### config.mk
export PLATFORM = sky130hd
export DESIGN_NAME = regfile_wr_arbiter_flat
export DESIGN_NICKNAME = d
export VERILOG_FILES = /design/src/rtl/regfile_wr_arbiter_pkg.sv /design/src/rtl/regfile_wr_arbiter_if.sv /design/src/rtl/regfile_wr_arbiter_fifo.sv /design/src/rtl/regfile_wr_arbiter.sv /design/src/flat_wrapper.sv
export SDC_FILE = /design/constraint.sdc
export NUM_CORES = 1
export LEC_CHECK = 0
export CAP_MARGIN = 25
export CORE_ASPECT_RATIO = 0.8
export CORE_MARGIN = 2
export CORE_UTILIZATION = 35
export CTS_BUF_LIST = sky130_fd_sc_hd__clkbuf_4
export CTS_CLUSTER_DIAMETER = 50
export DETAILED_ROUTE_END_ITERATION = 10
export HOLD_SLACK_MARGIN = 0.15
export PLACE_DENSITY = 0.67
export SETUP_SLACK_MARGIN = 0.4
export SYNTH_ARGS = -nofsm -noshare
export SYNTH_HDL_FRONTEND = slang
export SYNTH_HIERARCHICAL = 1
export SYNTH_SLANG_ARGS = --single-unit
### constraint.sdc
create_clock -name clk -period 4.1 [get_ports clk]
set_input_delay 0.41 -clock clk [delete_from_list [all_inputs] [get_ports clk]]
set_output_delay 0.41 -clock clk [all_outputs]
set_load 0.03 [all_outputs]
### src/rtl/regfile_wr_arbiter_pkg.sv
// Shared types for the register-file write-port arbiter.
// Address/data widths, write request bundle and grant encoding.
package regfile_pkg;
  localparam int AW    = 4;
  localparam int DW    = 16;
  localparam int NREGS = 16;

  typedef struct packed {
    logic [AW-1:0] addr;
    logic [DW-1:0] data;
  } wr_req_t;

  typedef enum logic {GNT_A, GNT_B} grant_e;

  function automatic logic [NREGS-1:0] onehot(
    input logic [AW-1:0] a
  );
    logic [NREGS-1:0] v;
    v = '0;
    v[a] = 1'b1;
    return v;
  endfunction
endpackage

### src/rtl/regfile_wr_arbiter_if.sv
// Requester and register-file side signals of the write arbiter.
// master drives requests; slave is the arbiter.
interface regfile_wr_arbiter_if #(
  parameter int DEPTH = 2
);
  import regfile_pkg::*;
  localparam int CW = $clog2(DEPTH) + 1;

  logic             a_valid;
  logic             a_ready;
  logic [AW-1:0]    a_addr;
  logic [DW-1:0]    a_data;
  logic             b_valid;
  logic             b_ready;
  logic [AW-1:0]    b_addr;
  logic [DW-1:0]    b_data;
  logic             regWr;
  logic [AW-1:0]    rw;
  logic [DW-1:0]    busW;
  logic [NREGS-1:0] pending;
  logic [CW-1:0]    a_count;
  logic [CW-1:0]    b_count;

  modport master (
    output a_valid, a_addr, a_data,
    output b_valid, b_addr, b_data,
    input  a_ready, b_ready,
    input  regWr, rw, busW, pending,
    input  a_count, b_count
  );

  modport slave (
    input  a_valid, a_addr, a_data,
    input  b_valid, b_addr, b_data,
    output a_ready, b_ready,
    output regWr, rw, busW, pending,
    output a_count, b_count
  );
endinterface

### src/rtl/regfile_wr_arbiter_fifo.sv
// Per-requester write FIFO; exposes per-entry valid and address
// so the top level can build the pending-register mask.
module wr_fifo
  import regfile_pkg::*;
#(
  parameter int DEPTH = 2
) (
  input  logic                        clk,
  input  logic                        rst,
  input  logic                        push,
  input  logic                        pop,
  input  wr_req_t                     din,
  output wr_req_t                     dout,
  output logic                        full,
  output logic                        empty,
  output logic [$clog2(DEPTH):0]      count,
  output logic [DEPTH-1:0]            vld,
  output logic [DEPTH-1:0][AW-1:0]    addr
);
  localparam int PW = $clog2(DEPTH);
  localparam int CW = PW + 1;

  wr_req_t          r_mem [DEPTH];
  logic [PW-1:0]    r_wp;
  logic [PW-1:0]    r_rp;
  logic [CW-1:0]    r_cnt;
  logic [DEPTH-1:0] r_vld;
  logic [DEPTH-1:0] w_vld_nxt;

  always_comb begin
    w_vld_nxt = r_vld;
    if (pop)  w_vld_nxt[r_rp] = 1'b0;
    if (push) w_vld_nxt[r_wp] = 1'b1;
  end

  always_ff @(posedge clk) begin
    if (rst) begin
      r_wp  <= '0;
      r_rp  <= '0;
      r_cnt <= '0;
      r_vld <= '0;
    end else begin
      if (push) begin
        r_mem[r_wp] <= din;
        r_wp        <= r_wp + PW'(1);
      end
      if (pop) r_rp <= r_rp + PW'(1);
      r_cnt <= r_cnt + CW'(push) - CW'(pop);
      r_vld <= w_vld_nxt;
    end
  end

  always_comb begin
    for (int i = 0; i < DEPTH; i++) addr[i] = r_mem[i].addr;
  end

  assign dout  = r_mem[r_rp];
  assign full  = (r_cnt == CW'(DEPTH));
  assign empty = (r_cnt == '0);
  assign count = r_cnt;
  assign vld   = r_vld;
endmodule

### src/rtl/regfile_wr_arbiter.sv
// Two-requester round-robin arbiter for the single register-file
// write port, with per-requester FIFOs and a pending-write mask.
module regfile_wr_arbiter
  import regfile_pkg::*;
#(
  parameter int DEPTH = 2
) (
  input logic                 clk,
  input logic                 rst,
  regfile_wr_arbiter_if.slave bus
);
  localparam int CW = $clog2(DEPTH) + 1;

  wr_req_t                 w_a_din, w_b_din;
  wr_req_t                 w_a_dout, w_b_dout;
  logic                    w_a_full, w_b_full;
  logic                    w_a_empty, w_b_empty;
  logic [CW-1:0]           w_a_cnt, w_b_cnt;
  logic [DEPTH-1:0]        w_a_vld, w_b_vld;
  logic [DEPTH-1:0][AW-1:0] w_a_addr, w_b_addr;
  logic                    w_a_push, w_b_push;
  logic                    w_gnt_a, w_gnt_b;
  grant_e                  r_last, w_last_nxt;
  logic                    r_regWr;
  logic [AW-1:0]           r_rw;
  logic [DW-1:0]           r_busW;
  logic [NREGS-1:0]        w_pend;

  assign w_a_din  = '{addr: bus.a_addr, data: bus.a_data};
  assign w_b_din  = '{addr: bus.b_addr, data: bus.b_data};
  assign w_a_push = bus.a_valid && !w_a_full && !rst;
  assign w_b_push = bus.b_valid && !w_b_full && !rst;

  wr_fifo #(.DEPTH(DEPTH)) u_fifo_a (
    .clk(clk), .rst(rst),
    .push(w_a_push), .pop(w_gnt_a),
    .din(w_a_din), .dout(w_a_dout),
    .full(w_a_full), .empty(w_a_empty),
    .count(w_a_cnt), .vld(w_a_vld), .addr(w_a_addr)
  );

  wr_fifo #(.DEPTH(DEPTH)) u_fifo_b (
    .clk(clk), .rst(rst),
    .push(w_b_push), .pop(w_gnt_b),
    .din(w_b_din), .dout(w_b_dout),
    .full(w_b_full), .empty(w_b_empty),
    .count(w_b_cnt), .vld(w_b_vld), .addr(w_b_addr)
  );

  // On a tie the requester not served last wins.
  assign w_gnt_a = !w_a_empty && (w_b_empty || r_last == GNT_B);
  assign w_gnt_b = !w_b_empty && (w_a_empty || r_last == GNT_A);

  always_comb begin
    w_last_nxt = r_last;
    unique case (1'b1)
      w_gnt_a: w_last_nxt = GNT_A;
      w_gnt_b: w_last_nxt = GNT_B;
      default: w_last_nxt = r_last;
    endcase
  end

  always_ff @(posedge clk) begin
    if (rst) begin
      r_last  <= GNT_B;
      r_regWr <= 1'b0;
      r_rw    <= '0;
      r_busW  <= '0;
    end else begin
      r_last  <= w_last_nxt;
      r_regWr <= w_gnt_a || w_gnt_b;
      if (w_gnt_a) begin
        r_rw   <= w_a_dout.addr;
        r_busW <= w_a_dout.data;
      end else if (w_gnt_b) begin
        r_rw   <= w_b_dout.addr;
        r_busW <= w_b_dout.data;
      end
    end
  end

  always_comb begin
    w_pend = '0;
    for (int i = 0; i < DEPTH; i++) begin
      if (w_a_vld[i]) w_pend = w_pend | onehot(w_a_addr[i]);
      if (w_b_vld[i]) w_pend = w_pend | onehot(w_b_addr[i]);
    end
    if (r_regWr) w_pend = w_pend | onehot(r_rw);
  end

  assign bus.a_ready = !w_a_full;
  assign bus.b_ready = !w_b_full;
  assign bus.regWr   = r_regWr;
  assign bus.rw      = r_rw;
  assign bus.busW    = r_busW;
  assign bus.pending = w_pend;
  assign bus.a_count = w_a_cnt;
  assign bus.b_count = w_b_cnt;
endmodule

### src/flat_wrapper.sv
// flat-port wrapper written by rule: the top's interface ports become plain ports
module regfile_wr_arbiter_flat import regfile_pkg::*;
#(
  parameter int DEPTH = 2
)
  (clk, rst, bus_a_valid, bus_a_addr, bus_a_data, bus_b_valid, bus_b_addr, bus_b_data, bus_a_ready, bus_b_ready, bus_regWr, bus_rw, bus_busW, bus_pending, bus_a_count, bus_b_count);
  regfile_wr_arbiter_if #(.DEPTH(DEPTH)) bus_i ();
  input logic clk;
  input logic rst;
  input wire logic [$bits(bus_i.a_valid)-1:0] bus_a_valid;
  input wire logic [$bits(bus_i.a_addr)-1:0] bus_a_addr;
  input wire logic [$bits(bus_i.a_data)-1:0] bus_a_data;
  input wire logic [$bits(bus_i.b_valid)-1:0] bus_b_valid;
  input wire logic [$bits(bus_i.b_addr)-1:0] bus_b_addr;
  input wire logic [$bits(bus_i.b_data)-1:0] bus_b_data;
  output wire logic [$bits(bus_i.a_ready)-1:0] bus_a_ready;
  output wire logic [$bits(bus_i.b_ready)-1:0] bus_b_ready;
  output wire logic [$bits(bus_i.regWr)-1:0] bus_regWr;
  output wire logic [$bits(bus_i.rw)-1:0] bus_rw;
  output wire logic [$bits(bus_i.busW)-1:0] bus_busW;
  output wire logic [$bits(bus_i.pending)-1:0] bus_pending;
  output wire logic [$bits(bus_i.a_count)-1:0] bus_a_count;
  output wire logic [$bits(bus_i.b_count)-1:0] bus_b_count;
  assign bus_i.a_valid = bus_a_valid;
  assign bus_i.a_addr = bus_a_addr;
  assign bus_i.a_data = bus_a_data;
  assign bus_i.b_valid = bus_b_valid;
  assign bus_i.b_addr = bus_b_addr;
  assign bus_i.b_data = bus_b_data;
  assign bus_a_ready = bus_i.a_ready;
  assign bus_b_ready = bus_i.b_ready;
  assign bus_regWr = bus_i.regWr;
  assign bus_rw = bus_i.rw;
  assign bus_busW = bus_i.busW;
  assign bus_pending = bus_i.pending;
  assign bus_a_count = bus_i.a_count;
  assign bus_b_count = bus_i.b_count;
  regfile_wr_arbiter #(.DEPTH(DEPTH)) u_core (.clk(clk), .rst(rst), .bus(bus_i));
endmodule
==> results by group, run 1 <==
STA
  • Final period utilization: a little over two thirds
  • Relative slew slack: 34.65%
  • Minimum clock period after layout: around 2.9 ns
  • Final hold viol count: 0
  • Setup TNS: 0 ns
  • Maximum clock rate: 345.9 MHz
  • Smallest setup slack after layout: 1.209 ns
  • Slew @ Worst Pin: around 0.98 ns
  • Fin Hold WS: a little under 0.5 ns
  • Final Skew: approximately 0.022 ns
  • Final setup violation count: 0
  • RSZ-0062 raised after global routing: false
  • Final Max Slew Viols: 0

Finish
  • Area Overhead vs Synth: 21.58%
  • Commonest non-fill, non-tap cell in the layout: clkdlybuf4s50_1
  • Final nets: between 500 and 600
  • Layout cells sized above 1: around 15%
  • Most frequent cells in the layout: clkdlybuf4s50_1 (86), edfxtp_1 (80), nor2_1 (45), dfxtp_1 (36), a21oi_1 (24)
  • Post-Layout Cell Count: between 700 and 800
  • Diodes inserted: 0

Die
  • Cell Rows: roughly 40
  • Die area: approximately 17000 um2
  • Initial Utilization: a little over a third
  • Die W: 145.0 um
  • Core area: about 16000 um2
  • I/O pin total: 87
  • Chip height: 116.8 um

Power
  • Total power: 0.004035 W
  • Power density over the cells: about 600 nW/um2
  • Peak supply drop: 0.4549 mV
  • Pleak: 2.508 nW

Clock tree
  • Cts repair resizes: 0
  • CTS tree: built
  • Sink Count: about 120
  • Post-CTS Setup Inserts: 0
  • Clock buffer depth: 2
  • Clock Latency Late Sink: approximately 0.5 ns
  • Hold_buf cts: 0
  • Reg clk slew, reported paths: between 0.1 and 0.15 ns
  • Clk root buf: clkbuf_4
  • H-Tree Depth: 4
  • CTS Buf Count: 17

Global route
  • Largest net degree at the start of global routing: 44
  • GRT overflow: 0
  • Total track usage: between 10% and 20%
  • First-pass GRT wire length: 20.89 mm
  • Number of global-route vias before repair: 3935
  • Initial antenna violation count: 0

Critical path
  • RR Startpoint: u_core/r_last
  • FF-to-FF setup slack: 1.31 ns
  • CP startpoint: u_core/u_fifo_b/r_mem[0][18]
  • CP max FO: 5
  • Worst Path Required: 3.69 ns
  • Worst EP arrival: ~2.5 ns
  • Reg2Reg Depth: 8
  • Worst r2r dst: u_core/u_fifo_b/count[1]
  • Crit path to: bus_pending[2]
  • Startpoint type of the worst setup path: flip-flop
  • Setup crit end kind: primary output
  • CP Class: reg -> out

Routing
  • DR vias/cell: between 5 and 6
  • Final ANT Viol Nets: 0
  • Post-detailed-route wirelength per cell: between 15 and 20 um
  • Total detailed-routing wirelength: between 10 and 15 mm
  • # DRC: 0
  • Vias: a little under 4k
  • Drt first-iter violations: around 340
  • DRT Pass-1 Iters: 5

Placement
  • Port buffer count: 86
  • DP Cell Count: 737
  • Routability Congestion: just over 0.9
  • Hpwl dp: between 9 and 10 mm
  • Pre-CTS WS: between 1 and 1.5 ns

Logic synthesis
  • Post-synth net total: about 500
  • Mapped Area: 5565 um2
  • Synth Register Bits: around 120
  • Distinct cells, synth: 45
  • Syn Inst Count: 467
  • Average cell area after synthesis: about 12 um2
  • Seq/Total Area, Yosys: a little under three fifths
  • Synth warn: 6

Min path
  • Hold WC Path Type: in -> reg
  • Hold Path Stages: 1

Status
  • Status: finished, final reports clean

Job
  • Max-cap violations: 0
[power breakdown]
| group | internal, W | leakage (nW) | switching [W] | total [W] |
|---|---|---|---|---|
| clock network | 0.000301 | 0.128 | 0.000408 | 0.000708 |
| logic | 0.000775 | 1.36 | 0.000873 | 0.00165 |
| registers | 0.00143 | 1.02 | 0.000247 | 0.00168 |
| total | 0.00251 | 2.51 | 0.00153 | 0.00404 |
[sequential cells by signal, indices dropped and copies added (netlist names), named ones only]
name                   count
u_core/bus.regWr           1
u_core/bus.busW           16
u_core/u_fifo_a/r_rp       1
u_core/u_fifo_a/r_mem     40
u_core/u_fifo_b/count      2
u_core/u_fifo_b/r_wp       1
u_core/r_last              1
u_core/u_fifo_a/vld        2
u_core/u_fifo_b/vld        2
u_core/bus.rw              4
u_core/u_fifo_b/r_rp       1
u_core/u_fifo_a/count      2
u_core/u_fifo_b/r_mem     40
u_core/u_fifo_a/r_wp       1
[logic make-up after synthesis]
| group | count (synthesis) | share of synthesized area, % |
|---|---|---|
| buffers and inverters | 50 | 5.216 |
| and+or+nand+nor | 152 | 15.42 |
| adders and majority gates | 4 | 0.8993 |
| AOI/OAI and AO/OA | 98 | 11.78 |
| muxes | 41 | 9.622 |
| DFF | 116 | 56.12 |
| xor gates and xnor gates | 6 | 0.9442 |
[worst min-delay path by stage]
stage / start / slack, ns / to
after floorplan: u_core/u_fifo_a/r_wp / 0.48 / u_core/u_fifo_a/r_wp
after global placement: u_core/u_fifo_a/r_wp / 0.51 / u_core/u_fifo_a/r_wp
after detailed placement: u_core/u_fifo_a/r_wp / 0.52 / u_core/u_fifo_a/r_wp
after CTS: bus_a_data[0] / 0.44 / u_core/u_fifo_a/r_mem[0][0]
after global routing: bus_a_data[15] / 0.43 / u_core/u_fifo_a/r_mem[1][15]
final: bus_a_data[1] / 0.48 / u_core/u_fifo_a/r_mem[1][1]
[layer usage]
metal,up-vias,share of wire (%),track usage (%)
met3,9,5.7,4.612
met5,-,0,0
met2,130,49,27.62
li1,1864,-,-
met1,1907,44,19.93
met4,0,0.84,4.158
[synthesized netlist by cell type]
library cell   n  area share [%]
nand2b_1      15             1.7
nand3_1        9            0.81
nor3_1         3            0.27
and2b_2        2            0.31
clkbuf_2       2            0.18
edfxtp_1      80              43
a21oi_1       24             2.2
nand3b_1       8             1.1
a22oi_1        3            0.40
mux2_2        20             4.0
ha_1           4            0.90
and2_2         1            0.13
inv_1         13            0.88
nor3b_1        9             1.2
o21ai_1        2            0.18
clkbuf_1       7            0.47
and3b_1        2            0.31
nor2b_1       23             2.6
or2_2          3            0.34
o21bai_1       1            0.13
xnor2_1        4            0.63
o211a_1       19             3.4
nand2_1        9            0.61
buf_6          4            0.81
or3_1         11             1.2
a21o_1         1            0.13
o22ai_1       20             2.2
nand4_1        3            0.34
buf_2          8            0.72
nand3b_4       1            0.36
o32ai_1        3            0.47
o21ai_0       19             1.7
mux2i_1        1            0.18
xor2_1         2            0.31
mux2_4        20             5.4
or4_1          1            0.13
nor2_1        46             3.1
nand3b_2       1            0.20
buf_4         16             2.2
a32oi_1        4            0.63
a211o_1        1            0.16
a211oi_1       1            0.13
dfxtp_1       36              13
or2b_1         4            0.54
or2b_2         1            0.16
[cell type report]
cell class	count	area, um2
clock inverters	12	92.59
inverters	13	48.80
flip-flops and latches	116	3123
multi-input cells	301	2165
well taps	215	269.0
fillers	1455	8880
clock buffers	19	142.6
repair buffers	92	925.9
[critical path, stage by stage, from the launching register on]
cell	delay (ns)
edfxtp_1	0.47
nor3b_1	0.47
or2b_1	0.27
nand4_1	0.09
clkdlybuf4s50_1	0.68
[stage by stage]
step / util, % / area [um2]
after global placement: 41.57 / 6504
after floorplan: - / 5565
after CTS: 43.25 / 6766
final: 43.25 / 6766
after detailed placement: 41.74 / 6531
after global routing: 43.25 / 6766
(Power assumes the default switching activity.)
==> inputs of run 2 (changes only) <==
clock period = 2.7 ns   (was 4.1 ns; I/O delays follow)
==> run 2 against run 1 <==
Final area grew 6.8%. Sequential cell count is the same. Worst hold slack lost 0.13 ns. First-iteration DRC count shrank 30%. Combinational power grew 61%. Global-route usage grew 0.33 points. Wire length grew 5.1%. Sequential power grew 47%. Cell count grew 5.7%. Critical path depth grew 1. Worst setup slack lost 0.80 ns. Die area is the same. Critical endpoint is now bus_pending[7].
==> results by group, run 2 (synthesized netlist as in run 1, its figures left out) <==
Status
  • Status: finished, final reports clean

Clock tree
  • H-Tree Depth: 4
  • Sink Count: 116
  • CTS Buf Count: 17
  • Reg clk slew, reported paths: around 0.090 ns
  • Hold_buf cts: 0
  • Clk root buf: clkbuf_4
  • Clock buffer depth: 2
  • Clock Latency Late Sink: slightly below 0.5 ns
  • CTS tree: built

Routing
  • Final ANT Viol Nets: 0
  • # DRC: 0
  • Total detailed-routing wirelength: between 10 and 15 mm
  • DR vias/cell: 5.020
  • DRT Pass-1 Iters: 5
  • Post-detailed-route wirelength per cell: between 15 and 20 um
  • Vias: around 4.1k
  • Drt first-iter violations: 237

Job
  • Max-cap violations: 0

Placement
  • Hpwl dp: around 10 mm
  • Routability Congestion: around 0.9
  • Port buffer count: 86
  • DP Cell Count: around 750

STA
  • Slew @ Worst Pin: between 0.4 and 0.5 ns
  • RSZ-0062 raised after global routing: true
  • Fin Hold WS: about 0.36 ns
  • Setup TNS: 0 ns
  • Relative slew slack: a little under three quarters
  • Final Max Slew Viols: 0
  • Maximum clock rate: between 400 and 500 MHz
  • Minimum clock period after layout: around 2.3 ns
  • Final setup violation count: 0
  • Final Skew: between 0.015 and 0.02 ns
  • Final hold viol count: 0
  • Final period utilization: between 80 and 90%

Critical path
  • Startpoint type of the worst setup path: flip-flop
  • CP max FO: 5
  • Setup crit end kind: primary output
  • Worst Path Required: 2.43 ns
  • Worst EP arrival: 2.02 ns
  • CP Class: reg -> out

Power
  • Combinational group share of total power: 40.9%
  • Switching power: roughly 0.0023 W
  • Switching share of power: between 30% and 40%
  • Pleak: 2.830 nW
  • Internal: 0.004157 W
  • Peak supply drop: about 0.83 mV
  • Clock share of power: roughly a fifth
  • Flop pwr share: 38.0%
  • Power density over the cells: between 800 and 900 nW/um2

Die
  • Cell Rows: 41
  • Chip height: about 120 um
  • Die W: around 140 um
  • I/O pin total: 87
  • Initial Utilization: between 30 and 40%
  • Die area: 16930 um2
  • Core area: between 15000 and 20000 um2

Global route
  • GRT Max-Usage Layer: met2
  • Total track usage: 16.29%
  • First-pass GRT wire length: 20.99 mm
  • Number of global-route vias before repair: approximately 4k
  • Initial antenna violation count: 0
  • GR Util met3: around 3.8%
  • Met2 usage: 27.90%
  • GRT overflow: 0
  • GR Layer Usage met1: 20.52%
  • Largest net degree at the start of global routing: 27

Min path
  • Hold WC Path Type: in -> reg

Finish
  • Layout Utilization: 46.20%
  • Most frequent cells in the layout: edfxtp_1 (80), clkdlybuf4s50_1 (70), buf_4 (46), nor2_1 (45), dfxtp_1 (32)
  • Area Overhead vs Synth: 29.88%
  • Final nets: ~630
  • Diodes inserted: 0
  • Layout cells sized above 1: about 27%
  • Post-Layout Cell Count: 812
  • Commonest non-fill, non-tap cell in the layout: edfxtp_1
  • Fill cell count: roughly 1.4k
==> run 2: changes by cell type in the layout (fill, tap and decap cells not counted), moves of 5 or more <==
| cell | delta |
|---|---|
| buf_2 | +9 |
| buf_4 | +41 |
| clkbuf_2 | +5 |
| clkdlybuf4s50_1 | -16 |
| nor3b_1 | -5 |
| nor3b_4 | +5 |
==> run 2: area by class of cell <==
cell class | count | area, um2 | share of cell area (%)
flip-flops and latches | 116 | 3128 | 43.28
multi-input cells | 301 | 2262 | 31.30
repair buffers | 135 | 1207 | 16.70
well taps | 215 | 269.0 | 3.722
clock inverters | 12 | 162.7 | 2.250
clock buffers | 20 | 150.1 | 2.077
inverters | 13 | 48.80 | 0.6751
==> run 2: power by group through the flow <==
stage	sequential, W	clock, W	combinational (W)
finish	0.00247	0.00136	0.00265
global route	0.00251	0.00147	0.00286
CTS	0.00246	0.00139	0.00267
detailed placement	0.00249	0	0.00265
global placement	0.00248	0	0.00260
floorplan	0.00275	0	0.00148
==> run 2: critical path, cell delays in order (launching register included) <==
cell and delay, ns:
edfxtp_1 0.50, nand3b_1 0.26, buf_4 0.15, o22ai_1 0.07, or3_1 0.36, buf_4 0.19
==> run 2: path summary, 6_finish.rpt <==
path                                  endpoint                    startpoint  depth (start not counted)  slack (ns)
setup / recovery                bus_pending[7]  u_core/u_fifo_a/r_mem[1][18]                          5        0.41
hold / removal    u_core/u_fifo_a/r_mem[1][14]                bus_a_data[14]                          1        0.36
setup reg to reg      u_core/u_fifo_b/count[1]      u_core/u_fifo_b/count[0]                          9        0.70
hold reg to reg            u_core/bus.busW[13]           u_core/bus.busW[13]                          2        0.53
==> run 2: repair_timing <==
| action | 4_1_cts | 5_1_grt |
|---|---|---|
| hold endpoints to repair | 0 | 0 |
| pin swaps | 2 | 3 |
| buffers inserted | 22 | 9 |
| setup endpoints to repair | 16 | 13 |
| gates resized for setup | 59 | 36 |
==> run 2: through the flow <==
step                power, W  cell area (um2)  worst slack [ns]
finish              0.006480             7228            0.4111
global route        0.006838             7228            0.3501
CTS                 0.006523             7184            0.3486
detailed placement  0.005147             6664            0.4414
global placement    0.005086             6664            0.4921
floorplan           0.004223             5588            0.5690
==> run 2: layer usage <==
| metal | wire [um] | part of all wire [%] |
|---|---|---|
| met5 | 0 | 0 |
| met4 | 284 | 2.0 |
| met3 | 681 | 4.9 |
| met2 | 6870 | 49 |
| met1 | 6044 | 44 |
==> inputs of run 3 (changes only) <==
PLACE_DENSITY = 0.69   (was 0.67)
clock period = 2.1 ns   (was 2.7 ns; I/O delays follow)
==> run 3 against run 2 <==
The flow now finishes with violations (setup timing). Sequential share of layout area shrank 1.6 points. Largest cell class unchanged. Clock-buffer cell count is the same. Clock skew shrank 0.0016 ns. Critical path type unchanged.
==> results by group, run 3 (synthesized netlist as in run 1, its figures left out) <==
Global route
  • Total track usage: ~17%
  • Largest net degree at the start of global routing: 39
  • First-pass GRT wire length: around 22 mm
  • Number of global-route vias before repair: 4223
  • GRT overflow: 0
  • Initial antenna violation count: 0

Finish
  • Diodes inserted: 0
  • Commonest non-fill, non-tap cell in the layout: edfxtp_1
  • Post-Layout Cell Count: slightly above 800
  • Most frequent cells in the layout: edfxtp_1 (80), buf_4 (45), clkdlybuf4s50_1 (43), nor2_1 (43), dfxtp_1 (28)
  • Area Overhead vs Synth: 35.52%
  • Post-route cell area: ~7500 um2
  • Final nets: 637
  • Layout cells sized above 1: between 30 and 40%
  • Fill cell count: around 1.4k

Critical path
  • CP startpoint: u_core/u_fifo_a/r_mem[0][19]
  • Worst r2r dst: u_core/u_fifo_b/count[1]
  • CP peak stage delay: between 0.5 and 0.6 ns
  • FF-to-FF setup slack: approximately 0.36 ns
  • CP Class: reg -> out
  • Critical path cell sequence: buf_6 > nand3b_4 > nor2_4 > or4_4 > buf_6
  • Startpoint type of the worst setup path: flip-flop
  • Worst Path Required: about 1.9 ns
  • RR Startpoint: u_core/u_fifo_a/count[1]
  • Reg2Reg Depth: 10
  • Worst EP arrival: a little under 2 ns
  • CP max stage cell: or4_4
  • Crit path depth: 5
  • Worst Path Buf+Inv: 2
  • Crit path to: bus_pending[8]
  • Critical path's top delay family: simple AND/OR/NAND/NOR gates
  • Worst path most repeated cell: buf_6
  • Setup crit end kind: primary output
  • CP max FO: 5

Status
  • Failing checks: setup timing
  • Status: finished with violations

Routing
  • DRT Pass-1 Iters: 4
  • Total detailed-routing wirelength: 14.41 mm
  • Drt first-iter violations: 261
  • Vias: 4114
  • # DRC: 0
  • Final ANT Viol Nets: 0
  • Post-detailed-route wirelength per cell: between 15 and 20 um
  • DR vias/cell: around 5

Placement
  • Hpwl dp: roughly 10 mm
  • Port buffer count: between 80 and 90
  • DP Cell Count: 760
  • Routability Congestion: between 0.8 and 0.9
  • Placement-stage cell area: 6771 um2

Power
  • Total power: 0.008759 W
  • Peak supply drop: approximately 0.8 mV
  • Power density over the cells: roughly 1200 nW/um2
  • Pleak: between 2 and 3 nW

Die
  • Core area: between 15000 and 20000 um2
  • Die W: ~140 um
  • Initial Utilization: a little over a third
  • Cell Rows: between 40 and 50
  • Chip height: 116.8 um
  • Die area: approximately 17000 um2
  • I/O pin total: between 80 and 90

Clock tree
  • H-Tree Depth: 4
  • CTS tree: built
  • Hold_buf cts: 0
  • Clock Latency Late Sink: around 0.5 ns
  • Sink Count: 116
  • Clk root buf: clkbuf_4
  • CTS Buf Count: 17
  • Clock buffer depth: 2
  • Reg clk slew, reported paths: approximately 0.10 ns

STA
  • Slew @ Worst Pin: just over 0.5 ns
  • Final period utilization: 102.9%
  • Final Max Slew Viols: 0
  • Maximum clock rate: between 400 and 500 MHz
  • Final setup violation count: 5
  • Final hold viol count: 0
  • Smallest setup slack after layout: -0.06058 ns
  • Minimum clock period after layout: between 2 and 2.5 ns
  • RSZ-0062 raised after global routing: true
  • Relative slew slack: roughly 66%
  • Final Skew: between 0.01 and 0.015 ns

Min path
  • Min-delay src: bus_b_data[3]
  • Hold WC Path Type: in -> reg

Job
  • Max-cap violations: 0
==> run 3: cell count changes in the layout (fill, tap and decap cells not counted), moves of 5 or more <==
cell / before / now
dlygate4sd2_1: 0 / 23
inv_1: 13 / 8
buf_6: 1 / 22
buf_2: 9 / 0
clkdlybuf4s50_1: 70 / 43
clkbuf_2: 5 / 0
==> run 3: metal layers <==
| metal | global-route usage [%] | vias to the layer above | part of all wire [%] |
|---|---|---|---|
| met4 | 5.611 | 0 | 1.1 |
| met2 | 31.14 | 145 | 51 |
| met3 | 3.682 | 14 | 5.5 |
| met1 | 20.88 | 2000 | 42 |
| met5 | 0 | - | 0 |
| li1 | - | 1955 | - |
==> run 3: how the worst min path moves through the flow <==
stage / depth (start not counted) / to / slack, ns
detailed placement: 2 / u_core/u_fifo_a/count[1] / 0.52
global placement: 2 / u_core/u_fifo_a/count[1] / 0.52
floorplan: 0 / u_core/u_fifo_a/r_mem[0][0] / 0.31
global route: 1 / u_core/u_fifo_a/r_mem[1][9] / 0.25
CTS: 1 / u_core/u_fifo_b/r_mem[0][3] / 0.23
finish: 1 / u_core/u_fifo_b/r_mem[1][3] / 0.29
==> run 3: area by class of cell <==
| cell class | instances | area, um2 | area share (%) |
|---|---|---|---|
| sequential | 116 | 3143 | 41.67 |
| multi-input combinational | 301 | 2440 | 32.35 |
| timing repair buffer | 140 | 1323 | 17.53 |
| tap | 215 | 269.0 | 3.567 |
| clock inverter | 12 | 161.4 | 2.140 |
| clock buffer | 20 | 150.1 | 1.991 |
| inverter | 13 | 56.30 | 0.7465 |
==> run 3: where the power goes <==
group | internal (W) | total (W) | switching (W)
clock | 0.000968 | 0.00176 | 0.000791
sequential | 0.00282 | 0.00318 | 0.000358
combinational | 0.00176 | 0.00382 | 0.00207
==> run 3: stage by stage <==
step	hold WS (ns)	utilization [%]	TNS, ns	setup WS (ns)
finish	0.2916	48.20	-0.1978	-0.06058
global route	0.2493	48.20	-1.559	-0.1562
CTS	0.2331	47.57	-0.6250	-0.1212
detailed placement	0.5201	43.28	0	0.07097
global placement	0.5203	43.28	0	0.08629
floorplan	0.3089	-	0	0.2507
==> run 3: repair_timing <==
action | 4_1_cts | 5_1_grt
resized for setup | 149 | 19
setup endpoints to repair | 47 | 21
buffers inserted | 21 | 4
pin swaps | 23 | 18
